**src/rtl/servo_cmd_if.sv**
```systemverilog
// Manual-target command handshake between a command source and the servo angle sequencer.
interface servo_cmd_if;
   logic        cmd_valid;
   logic [15:0] cmd_angle;
   logic        cmd_ready;

   modport master (output cmd_valid, output cmd_angle, input cmd_ready);
   modport slave  (input cmd_valid, input cmd_angle, output cmd_ready);
endinterface

```
**src/rtl/servo_angle_sequencer.sv**
```systemverilog
// Rate-limited servo angle sequencer: sweep, lock on IR hit, manual targets, slew home when idle.
// Optional macro SWEEP_DWELL_EN: hold at each sweep bound for DWELL_FRAMES ticks before reversing.
//
// state  | meaning
// IDLE   | enable low; slew toward ANGLE_HOME one step per frame
// SWEEP  | bounce between ANGLE_MIN and ANGLE_MAX, watch ir_detect
// LOCK   | hold angle while hits keep arriving; LOST_FRAMES misses return to SWEEP
// MANUAL | slew toward the last accepted command target
module servo_angle_sequencer #(
   parameter int unsigned FRAME_CYCLES = 2_000_000,
   parameter int unsigned ANGLE_MIN    = 0,
   parameter int unsigned ANGLE_MAX    = 180,
   parameter int unsigned ANGLE_HOME   = 90,
   parameter int unsigned STEP         = 2,
   parameter int unsigned LOST_FRAMES  = 25
`ifdef SWEEP_DWELL_EN
   ,
   parameter int unsigned DWELL_FRAMES = 10
`endif
) (
   input  logic        clk,
   input  logic        rst,
   input  logic        enable,
   input  logic        ir_detect,
   servo_cmd_if.slave  cmd,
   output logic [15:0] angle,
   output logic        frame_tick,
   output logic [1:0]  state,
   output logic        locked
);

   localparam int unsigned FC_W = (FRAME_CYCLES > 1) ? $clog2(FRAME_CYCLES) : 1;
   localparam int unsigned LC_W = $clog2(LOST_FRAMES + 1);
   localparam logic [FC_W-1:0] FC_LAST   = FC_W'(FRAME_CYCLES - 1);
   localparam logic [LC_W-1:0] LOST_LAST = LC_W'(LOST_FRAMES - 1);
   localparam logic [16:0] MIN17  = 17'(ANGLE_MIN);
   localparam logic [16:0] MAX17  = 17'(ANGLE_MAX);
   localparam logic [16:0] HOME17 = 17'(ANGLE_HOME);
   localparam logic [16:0] STEP17 = 17'(STEP);
   localparam logic [15:0] MIN16  = 16'(ANGLE_MIN);
   localparam logic [15:0] MAX16  = 16'(ANGLE_MAX);
   localparam logic [15:0] HOME16 = 16'(ANGLE_HOME);
`ifdef SWEEP_DWELL_EN
   localparam int unsigned DW_W = (DWELL_FRAMES > 0) ? $clog2(DWELL_FRAMES + 1) : 1;
   localparam logic [DW_W-1:0] DWELL_INIT = DW_W'(DWELL_FRAMES);
`endif

   typedef enum logic [1:0] {
      ST_IDLE   = 2'b00,
      ST_SWEEP  = 2'b01,
      ST_LOCK   = 2'b10,
      ST_MANUAL = 2'b11
   } state_t;

   state_t          st;
   logic [FC_W-1:0] frame_cnt;
   logic [LC_W-1:0] lost_cnt;
   logic            dir_up;
   logic [15:0]     target;
   logic            tick;
   logic            cmd_fire;
   logic [16:0]     angle17;
   logic [16:0]     up17;
   logic [16:0]     dn17;
   logic [16:0]     cmd_clamped;
`ifdef SWEEP_DWELL_EN
   logic [DW_W-1:0] dwell_cnt;
`endif

   function automatic logic [16:0] clamp17(input logic [16:0] v);
      logic [16:0] lo;
      lo = (v <= MIN17) ? MIN17 : v;
      return (lo >= MAX17) ? MAX17 : lo;
   endfunction

   // Move at most STEP toward tgt, landing exactly when closer than a full step.
   function automatic logic [15:0] slew(input logic [16:0] cur, input logic [16:0] tgt);
      logic [16:0] nxt;
      nxt = cur;
      if (cur < tgt)
         nxt = ((tgt - cur) <= STEP17) ? tgt : cur + STEP17;
      else if (cur > tgt)
         nxt = ((cur - tgt) <= STEP17) ? tgt : cur - STEP17;
      nxt = clamp17(nxt);
      return nxt[15:0];
   endfunction

   assign tick          = (frame_cnt == FC_LAST);
   assign frame_tick    = tick;
   assign state         = st;
   assign angle17       = {1'b0, angle};
   assign up17          = angle17 + STEP17;
   assign dn17          = angle17 - STEP17;
   assign cmd_clamped   = clamp17({1'b0, cmd.cmd_angle});
   assign cmd.cmd_ready = enable && (st != ST_IDLE);
   assign cmd_fire      = cmd.cmd_valid && enable && (st != ST_IDLE);

   always_ff @(posedge clk) begin
      if (rst) begin
         frame_cnt <= '0;
         st        <= ST_IDLE;
         angle     <= HOME16;
         target    <= HOME16;
         dir_up    <= 1'b1;
         lost_cnt  <= '0;
         locked    <= 1'b0;
`ifdef SWEEP_DWELL_EN
         dwell_cnt <= '0;
`endif
      end else begin
         frame_cnt <= tick ? '0 : frame_cnt + 1'b1;
`ifdef SWEEP_DWELL_EN
         if (st != ST_SWEEP)
            dwell_cnt <= '0;
`endif
         if (!enable) begin
            st     <= ST_IDLE;
            locked <= 1'b0;
            if (st == ST_IDLE && tick)
               angle <= slew(angle17, HOME17);
         end else if (cmd_fire) begin
            target <= cmd_clamped[15:0];
            st     <= ST_MANUAL;
            locked <= 1'b0;
         end else begin
            case (st)
               ST_IDLE: st <= ST_SWEEP;
               ST_SWEEP: if (tick) begin
                  if (ir_detect) begin
                     st       <= ST_LOCK;
                     locked   <= 1'b1;
                     lost_cnt <= '0;
                  end
`ifdef SWEEP_DWELL_EN
                  else if (dwell_cnt != '0)
                     dwell_cnt <= dwell_cnt - 1'b1;
`endif
                  else if (dir_up) begin
                     if (up17 >= MAX17) begin
                        angle  <= MAX16;
                        dir_up <= 1'b0;
`ifdef SWEEP_DWELL_EN
                        dwell_cnt <= DWELL_INIT;
`endif
                     end else
                        angle <= up17[15:0];
                  end else begin
                     if (angle17 <= MIN17 + STEP17) begin
                        angle  <= MIN16;
                        dir_up <= 1'b1;
`ifdef SWEEP_DWELL_EN
                        dwell_cnt <= DWELL_INIT;
`endif
                     end else
                        angle <= dn17[15:0];
                  end
               end
               ST_LOCK: if (tick) begin
                  if (ir_detect)
                     lost_cnt <= '0;
                  else if (lost_cnt == LOST_LAST) begin
                     st       <= ST_SWEEP;
                     locked   <= 1'b0;
                     lost_cnt <= '0;
                  end else
                     lost_cnt <= lost_cnt + 1'b1;
               end
               ST_MANUAL: if (tick) angle <= slew(angle17, {1'b0, target});
               default: st <= ST_IDLE;
            endcase
         end
      end
   end

endmodule

```
**src/flat_wrapper.sv**
```systemverilog
// flat-port wrapper written by rule: the top's interface ports become plain ports
module servo_angle_sequencer_flat 
#(
   parameter int unsigned FRAME_CYCLES = 2_000_000,
   parameter int unsigned ANGLE_MIN    = 0,
   parameter int unsigned ANGLE_MAX    = 180,
   parameter int unsigned ANGLE_HOME   = 90,
   parameter int unsigned STEP         = 2,
   parameter int unsigned LOST_FRAMES  = 25

)
  (clk, rst, enable, ir_detect, angle, frame_tick, state, locked, cmd_cmd_valid, cmd_cmd_angle, cmd_cmd_ready);
  servo_cmd_if cmd_i ();
  input  logic clk;
  input  logic rst;
  input  logic enable;
  input  logic ir_detect;
  output logic [15:0] angle;
  output logic frame_tick;
  output logic [1:0] state;
  output logic locked;
  input wire logic [$bits(cmd_i.cmd_valid)-1:0] cmd_cmd_valid;
  input wire logic [$bits(cmd_i.cmd_angle)-1:0] cmd_cmd_angle;
  output wire logic [$bits(cmd_i.cmd_ready)-1:0] cmd_cmd_ready;
  assign cmd_i.cmd_valid = cmd_cmd_valid;
  assign cmd_i.cmd_angle = cmd_cmd_angle;
  assign cmd_cmd_ready = cmd_i.cmd_ready;
  servo_angle_sequencer #(.FRAME_CYCLES(FRAME_CYCLES), .ANGLE_MIN(ANGLE_MIN), .ANGLE_MAX(ANGLE_MAX), .ANGLE_HOME(ANGLE_HOME), .STEP(STEP), .LOST_FRAMES(LOST_FRAMES)) u_core (.clk(clk), .rst(rst), .enable(enable), .ir_detect(ir_detect), .cmd(cmd_i), .angle(angle), .frame_tick(frame_tick), .state(state), .locked(locked));
endmodule
```
**config.mk**
```make
export PLATFORM = sky130hd
export DESIGN_NAME = servo_angle_sequencer_flat
export DESIGN_NICKNAME = d
export VERILOG_FILES = /design/src/rtl/servo_cmd_if.sv /design/src/rtl/servo_angle_sequencer.sv /design/src/flat_wrapper.sv
export SDC_FILE = /design/constraint.sdc
export NUM_CORES = 1
export LEC_CHECK = 0
export BUFFER_PORTS_ARGS = -buffer_cell sky130_fd_sc_hd__buf_4
export CORE_MARGIN = 3
export CORE_UTILIZATION = 60
export DETAILED_ROUTE_END_ITERATION = 16
export HOLD_SLACK_MARGIN = 0.03
export PLACE_DENSITY_LB_ADDON = 0.2
export SKIP_LAST_GASP = 1
export SYNTH_ARGS = -nofsm -noshare
export SYNTH_HDL_FRONTEND = slang
export SYNTH_SLANG_ARGS = --single-unit
```
**constraint.sdc**
```tcl
create_clock -name clk -period 5.1 [get_ports clk]
set_input_delay 1.02 -clock clk [delete_from_list [all_inputs] [get_ports clk]]
set_output_delay 1.02 -clock clk [all_outputs]
set_load 0.01 [all_outputs]
```
== Word-level counts from Yosys, hierarchy flattened ==
Index checks and enable logic that the tools add are counted.
Word-level totals
  flip-flop bits (word level): 62
  latch bits: 0
  memory bits (writable): 0
  memory bits (read-only): 0
  input port bits: 21
  output and inout bits: 21
  logic and storage cells: 126
  memories: 0
Cells by class
  add/sub/neg operators: 8
  $mul: 0
  divide/modulo/power cells: 0
  magnitude comparators: 16
  equal/unequal tests: 20
  shifts and indexed selects: 0
  muxes and demuxes: 54
  bitwise gates (word level): 3
  reduce and logical (&&, ||, !) cells: 18
Operators with widths (count)
  $mux 17: 18
  $mux 16: 13
  $ge 17x8->1 const B: 4
  $le 17x2->1 const B: 4
  $le 17x1->1 const B: 2
  $sub 16x16->17: 2
  $pmux 16 s2: 1
  $mux 5: 5
  $reduce_and 6->1: 4
  $add 21x1->21 const B: 1
  $eq 21x21->1 const B: 1
  $add 16x2->17 const B: 1
  $sub 16x2->17 const B: 1
  $sub 16x7->17 const B: 1
  $sub 7x16->17 const A: 1
  $gt 16x16->1: 1
  $gt 16x7->1 const B: 1
  $le 16x1->1 const B: 1
  $le 16x2->1 const B: 1
  $lt 16x16->1: 1
  $lt 16x7->1 const B: 1
  $mux 2: 6
  $ne 3x1->1 const B: 4
  $ne 3x2->1 const B: 4
  20 further kinds: 40

== Logic depth before layout (Yosys ltp) ==
  word-level depth: 18
  depth in mapped cells: 19
  mapped depth without buffers: 16

== Worst setup path after synthesis ==
OpenSTA, ideal clock, no wires.
  path kind: flip-flop to flip-flop
  start point: register u_core.angle[1]
  end point: register u_core.angle[5]
  setup time: 0.142 ns
  data arrival time: 4.327 ns
  required time: 4.958 ns
  setup slack: 0.632 ns
  stages on the path, launching flop included: 17
  buffers on the path: 2
  clock period less this slack: 4.468 ns
  cells stage by stage: dfxtp_1 -> clkbuf_1 -> inv_1 -> ha_1 -> nor2b_1 -> o21ai_2 -> nand2_2 -> a2111oi_4 -> nor3_1 -> or4_1 -> buf_2 -> nor2_2 -> mux2i_1 -> a221oi_1 -> or4_4 -> o31ai_2 -> a221oi_1
On the way
  word-level cells in the longest chain between the ends: 18
  elaborated cells between the ends (all ways): 50
Ends and longest elaborated chain
  start: declaration: line servo_angle_sequencer.sv:26  | output logic [15:0] angle,
  start signal: assignment: line servo_angle_sequencer.sv:120  | angle <= slew(angle17, HOME17);
  start signal: assignment: line servo_angle_sequencer.sv:146  | angle <= up17[15:0];
  start signal: assignment: line servo_angle_sequencer.sv:155  | angle <= dn17[15:0];
  $sub 16x16->17: line servo_angle_sequencer.sv:83  | nxt = ((cur - tgt) <= STEP17) ? tgt : cur - STEP17;
  $le 17x2->1: line servo_angle_sequencer.sv:83
  $mux 17: line servo_angle_sequencer.sv:83
  $mux 17: line servo_angle_sequencer.sv:82  | else if (cur > tgt)
  $mux 17: line servo_angle_sequencer.sv:80  | if (cur < tgt)
  $mux 17: line servo_angle_sequencer.sv:168  | ST_MANUAL: if (tick) angle <= slew(angle17, {1'b0, target});
  $mux 17: line servo_angle_sequencer.sv:126  | case (st)
  $mux 17: line servo_angle_sequencer.sv:121  | end else if (cmd_fire) begin
  [2 not listed]
  $le 17x1->1: line servo_angle_sequencer.sv:72  | lo = (v <= MIN17) ? MIN17 : v;
  $mux 17: line servo_angle_sequencer.sv:72
  $ge 17x8->1: line servo_angle_sequencer.sv:73  | return (lo >= MAX17) ? MAX17 : lo;
  $mux 16: line servo_angle_sequencer.sv:73
  $mux 16: line servo_angle_sequencer.sv:168
  $pmux 16 s2: line servo_angle_sequencer.sv:126
  $mux 16: line servo_angle_sequencer.sv:121
  $mux 16 *: line servo_angle_sequencer.sv:116  | if (!enable) begin
Mark *: on every way between the ends. The rest lies on a longest branch, timed or not. The select of a mux whose other input is x is not followed.
A chain may end at the register's enable or synchronous reset.

== Final worst setup path ==
  start point: register u_core.target[0]
  end point: register u_core.angle[5]
On the way
  word-level cells in the longest chain between the ends: 18
  elaborated cells between the ends (all ways): 23
Ends and longest elaborated chain
  start: declaration: line servo_angle_sequencer.sv:59  | logic [15:0] target;
  start signal: assignment: line servo_angle_sequencer.sv:122  | target <= cmd_clamped[15:0];
  $sub 16x16->17: line servo_angle_sequencer.sv:83
  $le 17x2->1: line servo_angle_sequencer.sv:83
  $mux 17: line servo_angle_sequencer.sv:83
  $mux 17: line servo_angle_sequencer.sv:82
  $mux 17 *: line servo_angle_sequencer.sv:80
  $mux 17 *: line servo_angle_sequencer.sv:168
  $mux 17 *: line servo_angle_sequencer.sv:126
  $mux 17 *: line servo_angle_sequencer.sv:121
  [2 not listed]
  $le 17x1->1: line servo_angle_sequencer.sv:72
  $mux 17 *: line servo_angle_sequencer.sv:72
  $ge 17x8->1: line servo_angle_sequencer.sv:73
  $mux 16 *: line servo_angle_sequencer.sv:73
  $mux 16 *: line servo_angle_sequencer.sv:168
  $pmux 16 s2 *: line servo_angle_sequencer.sv:126
  $mux 16 *: line servo_angle_sequencer.sv:121
  $mux 16 *: line servo_angle_sequencer.sv:116
  end signal: assignment: line servo_angle_sequencer.sv:120
  end signal: assignment: line servo_angle_sequencer.sv:146
  end signal: assignment: line servo_angle_sequencer.sv:168
Marks and branches as above.

==> metrics.md <==
| Metric | Value |
|---|---|
| First drt pass iteration count | 6 |
| Seq cells post-synth | 62 |
| Crit share post-route | 94.1% |
| Crit end category | register |
| PD cells | 204 nW/µm² |
| Worst Hold Class | reg2reg |
| Slew @ Worst Pin | 1.12 ns |
| Worst hold margin | 0.462 ns |
| Multi-input combinational cell area | 5210 µm² |
| Initial antenna violation count | 0 |
| Reg clk slew, reported paths | 0.06 ns |
| Arr. time, crit path | 5.00 ns |
| TritonCTS buffer count | 9 |
| Clock Tree Buf Depth | 2 |
| Die Y | 113 µm |
| Post-synthesis sequential area ratio | 18.1% |
| Post-route cell area | 7580 µm² |
| Most Crowded Layer GR | met2 |
| Nets@finish | 1061 |
| Rows | 38 |
| Post-synth EDFFs | 0 |
| Most frequent CP cell | o21ai_0 |
| CP required | 5.30 ns |
| Antenna-violating nets left | 0 |
| Rel. slew slack | 24.6% |
| Dpl hpwl | 17000 µm |
| Peak Freq | 208 MHz |
| Area grow syn2layout | 10.3% |
| Status | finished, final reports clean |
| Area share of fa/ha/maj cells after synthesis | 8.96% |
| Max-Cap Viols | 0 |
| Final count of hold timing violations | 0 |
| Fraction of registers with async set/reset | 0% |
| Bufs and invs on worst path | 1 |
| Static Leakage | 3.04 nW |
| Synth cell types | 84 |
| TritonCTS clock tree | built |
| Crit path max fanout | 7 |
| Setup CP Type | reg2reg |
| Area of the core | 11000 µm² |
| RSZ-0062 raised after global routing | false |
| Cell area after synthesis | 6870 µm² |
| Gate Count Post-Synth | 974 |
| Placer Congestion | 1.07 |
| Die ar. | 12800 µm² |
| Simple-Gate Fraction of Synth Area | 29.5% |
| Ratio of cells with drive above 1 in the final layout | 10.3% |
| Initial Util | 62.3% |
| Total gr overflow | 0 |
| Mux share of post-synthesis cell area | 1.20% |
| Largest family of logic cells by synthesized area | simple AND/OR/NAND/NOR gates |
| Skew final | 0.00693 ns |
| Antenna cells | 0 |
| Via density per instance | 6.77 |
| Synth Area in XOR/XNOR | 7.77% |
| Fillers | 997 |
| Total I/O pin count | 42 |
| Routed vias | 7699 |
| Fin Setup TNS | 0 ns |
| IO Port Bufs | 41 |
| Die W | 113 µm |
| Setup WS post-layout | 0.298 ns |
| Vias in the first global route | 7124 |
| First-pass GRT wire length | 35900 µm |
| Register area | 1240 µm² |
| YS warnings | 0 |
| Detailed router's first-iteration violation count | 1065 |
| Top_reg_cell synth | dfxtp_1 |
| CP startpoint kind | register |
| Placed instance area | 7280 µm² |
| Root buf cell | clkbuf_16 |
| Clk_lat worst skew | 0.35 ns |
| Syn_nets | 1043 |
| Commonest non-fill, non-tap cells in the layout | 84 x nor2_1, 79 x nand2_1, 78 x a21oi_1, 64 x o21ai_0, 64 x buf_4 |
| Pre-CTS WS | 0.286 ns |
| Design Power | 0.00155 W |
| H-tree levels | 3 |
| Slew Limit Fails | 0 |
| Largest net degree at the start of global routing | 42 |
| Setup slack, reg-to-reg | 0.30 ns |
| Delay-heaviest family, CP | simple AND/OR/NAND/NOR gates |
| Drt wl/cell | 19.8 µm |
| GR Util met3 | 6.95% |
| Hold-fix buffers, CTS | 0 |
| Maximum resistive drop on vdd | 0.273 mV |
| Most common cell after layout, fill and taps aside | nor2_1 |
| Slowest stage cell, crit path | or4_1 |
| Final setup fails | 0 |
| Cell Chain, Critical Path | inv_1, ha_1, fa_1, nand2b_1, a21oi_2, a21boi_0, xnor2_1, o21ai_0, or4_1, nor4_1, o21ai_0, a22o_1, or4_4, o31ai_2, a221oi_1 |
| DRC Markers | 0 |
| Synth Area in Compound Gates | 28.3% |
| CTS Sinks | 62 |
| Met1 usage | 44.0% |
| Routed wire length | 22500 µm |
| Largest stage delay on the critical path | 0.73 ns |
| Mean Syn Cell Area | 7.06 µm² |
| Final min period | 4.80 ns |
| Total GRT Usage | 34.7% |
| GR Util met2 | 55.6% |
state kept, by name, summed over array words and instances (netlist names):
signal	flops
u_core.state	2
u_core.frame_cnt	21
u_core.locked	1
u_core.dir_up	1
u_core.angle	16
u_core.lost_cnt	5
u_core.target	16
stage by stage:
stage,std cells,utilization [%]
final,1137,68.7
after global routing,1137,68.7
after CTS,1135,68.5
after detailed placement,1119,66.0
after global placement,1119,66.0
after floorplan,974,-
routing by layer:
metal | part of all wire [%] | vias up
met1 | 40 | 3543
met4 | 4.3 | 0
met3 | 9.0 | 94
li1 | - | 3615
met2 | 46 | 447
met5 | 0 | -
Yosys cell counts, drive strengths merged, types with 8 or more instances:
| master | count | area (µm²) |
|---|---|---|
| a211oi | 14 | 110 |
| a31oi | 14 | 87.6 |
| nand4 | 18 | 113 |
| o21ai | 68 | 344 |
| nand3 | 35 | 175 |
| nor2b | 17 | 106 |
| buf | 16 | 83.8 |
| a221oi | 8 | 70.1 |
| a21oi | 80 | 415 |
| ha | 46 | 576 |
| clkbuf | 41 | 154 |
| nand2b | 14 | 87.6 |
| a21o | 13 | 97.6 |
| dfxtp | 62 | 1240 |
| xor2 | 21 | 184 |
| and4 | 8 | 70.1 |
| nor4 | 26 | 169 |
| nor2 | 86 | 328 |
| xnor2 | 40 | 350 |
| nor3 | 46 | 230 |
| and2 | 16 | 100 |
| or3 | 11 | 68.8 |
| inv | 49 | 184 |
| o211ai | 8 | 60.1 |
| nand2 | 80 | 303 |
| and3 | 15 | 93.8 |
cell families after synthesis:
kind of cell	count (synthesis)
mux	8
buf+inv	109
simple gates	395
flops	62
xor+xnor	61
compound gates	291
fa+ha+maj	48
final timing paths:
kind                                           from                  end  cells past startpoint
worst min-delay path            u_core.frame_cnt[0]  u_core.frame_cnt[0]                      1
worst max-delay path               u_core.target[0]      u_core.angle[5]                     15
worst max register to register     u_core.target[0]      u_core.angle[5]                     15
worst min register to register  u_core.frame_cnt[0]  u_core.frame_cnt[0]                      1
timing repair:
action / CTS / global route
endpoints found under the setup margin: 0 / 8
gates resized for setup: 0 / 1
buffers inserted: 0 / 2
layout make-up:
type	count	area share, %
clock buffers	10	3.02
repair buffers	64	6.34
well taps	140	2.31
multi-input cells	803	68.8
flip-flops and latches	62	16.4
inverters	52	2.58
clock inverters	6	0.611
where the power goes:
group	switching, W	total (W)	leakage (nW)	internal [W]
logic	0.000291	0.000466	2.41	0.000175
clock network	0.000251	0.000583	0.129	0.000332
registers	0.00000641	0.000496	0.501	0.000490
(Power assumes the default switching activity.)
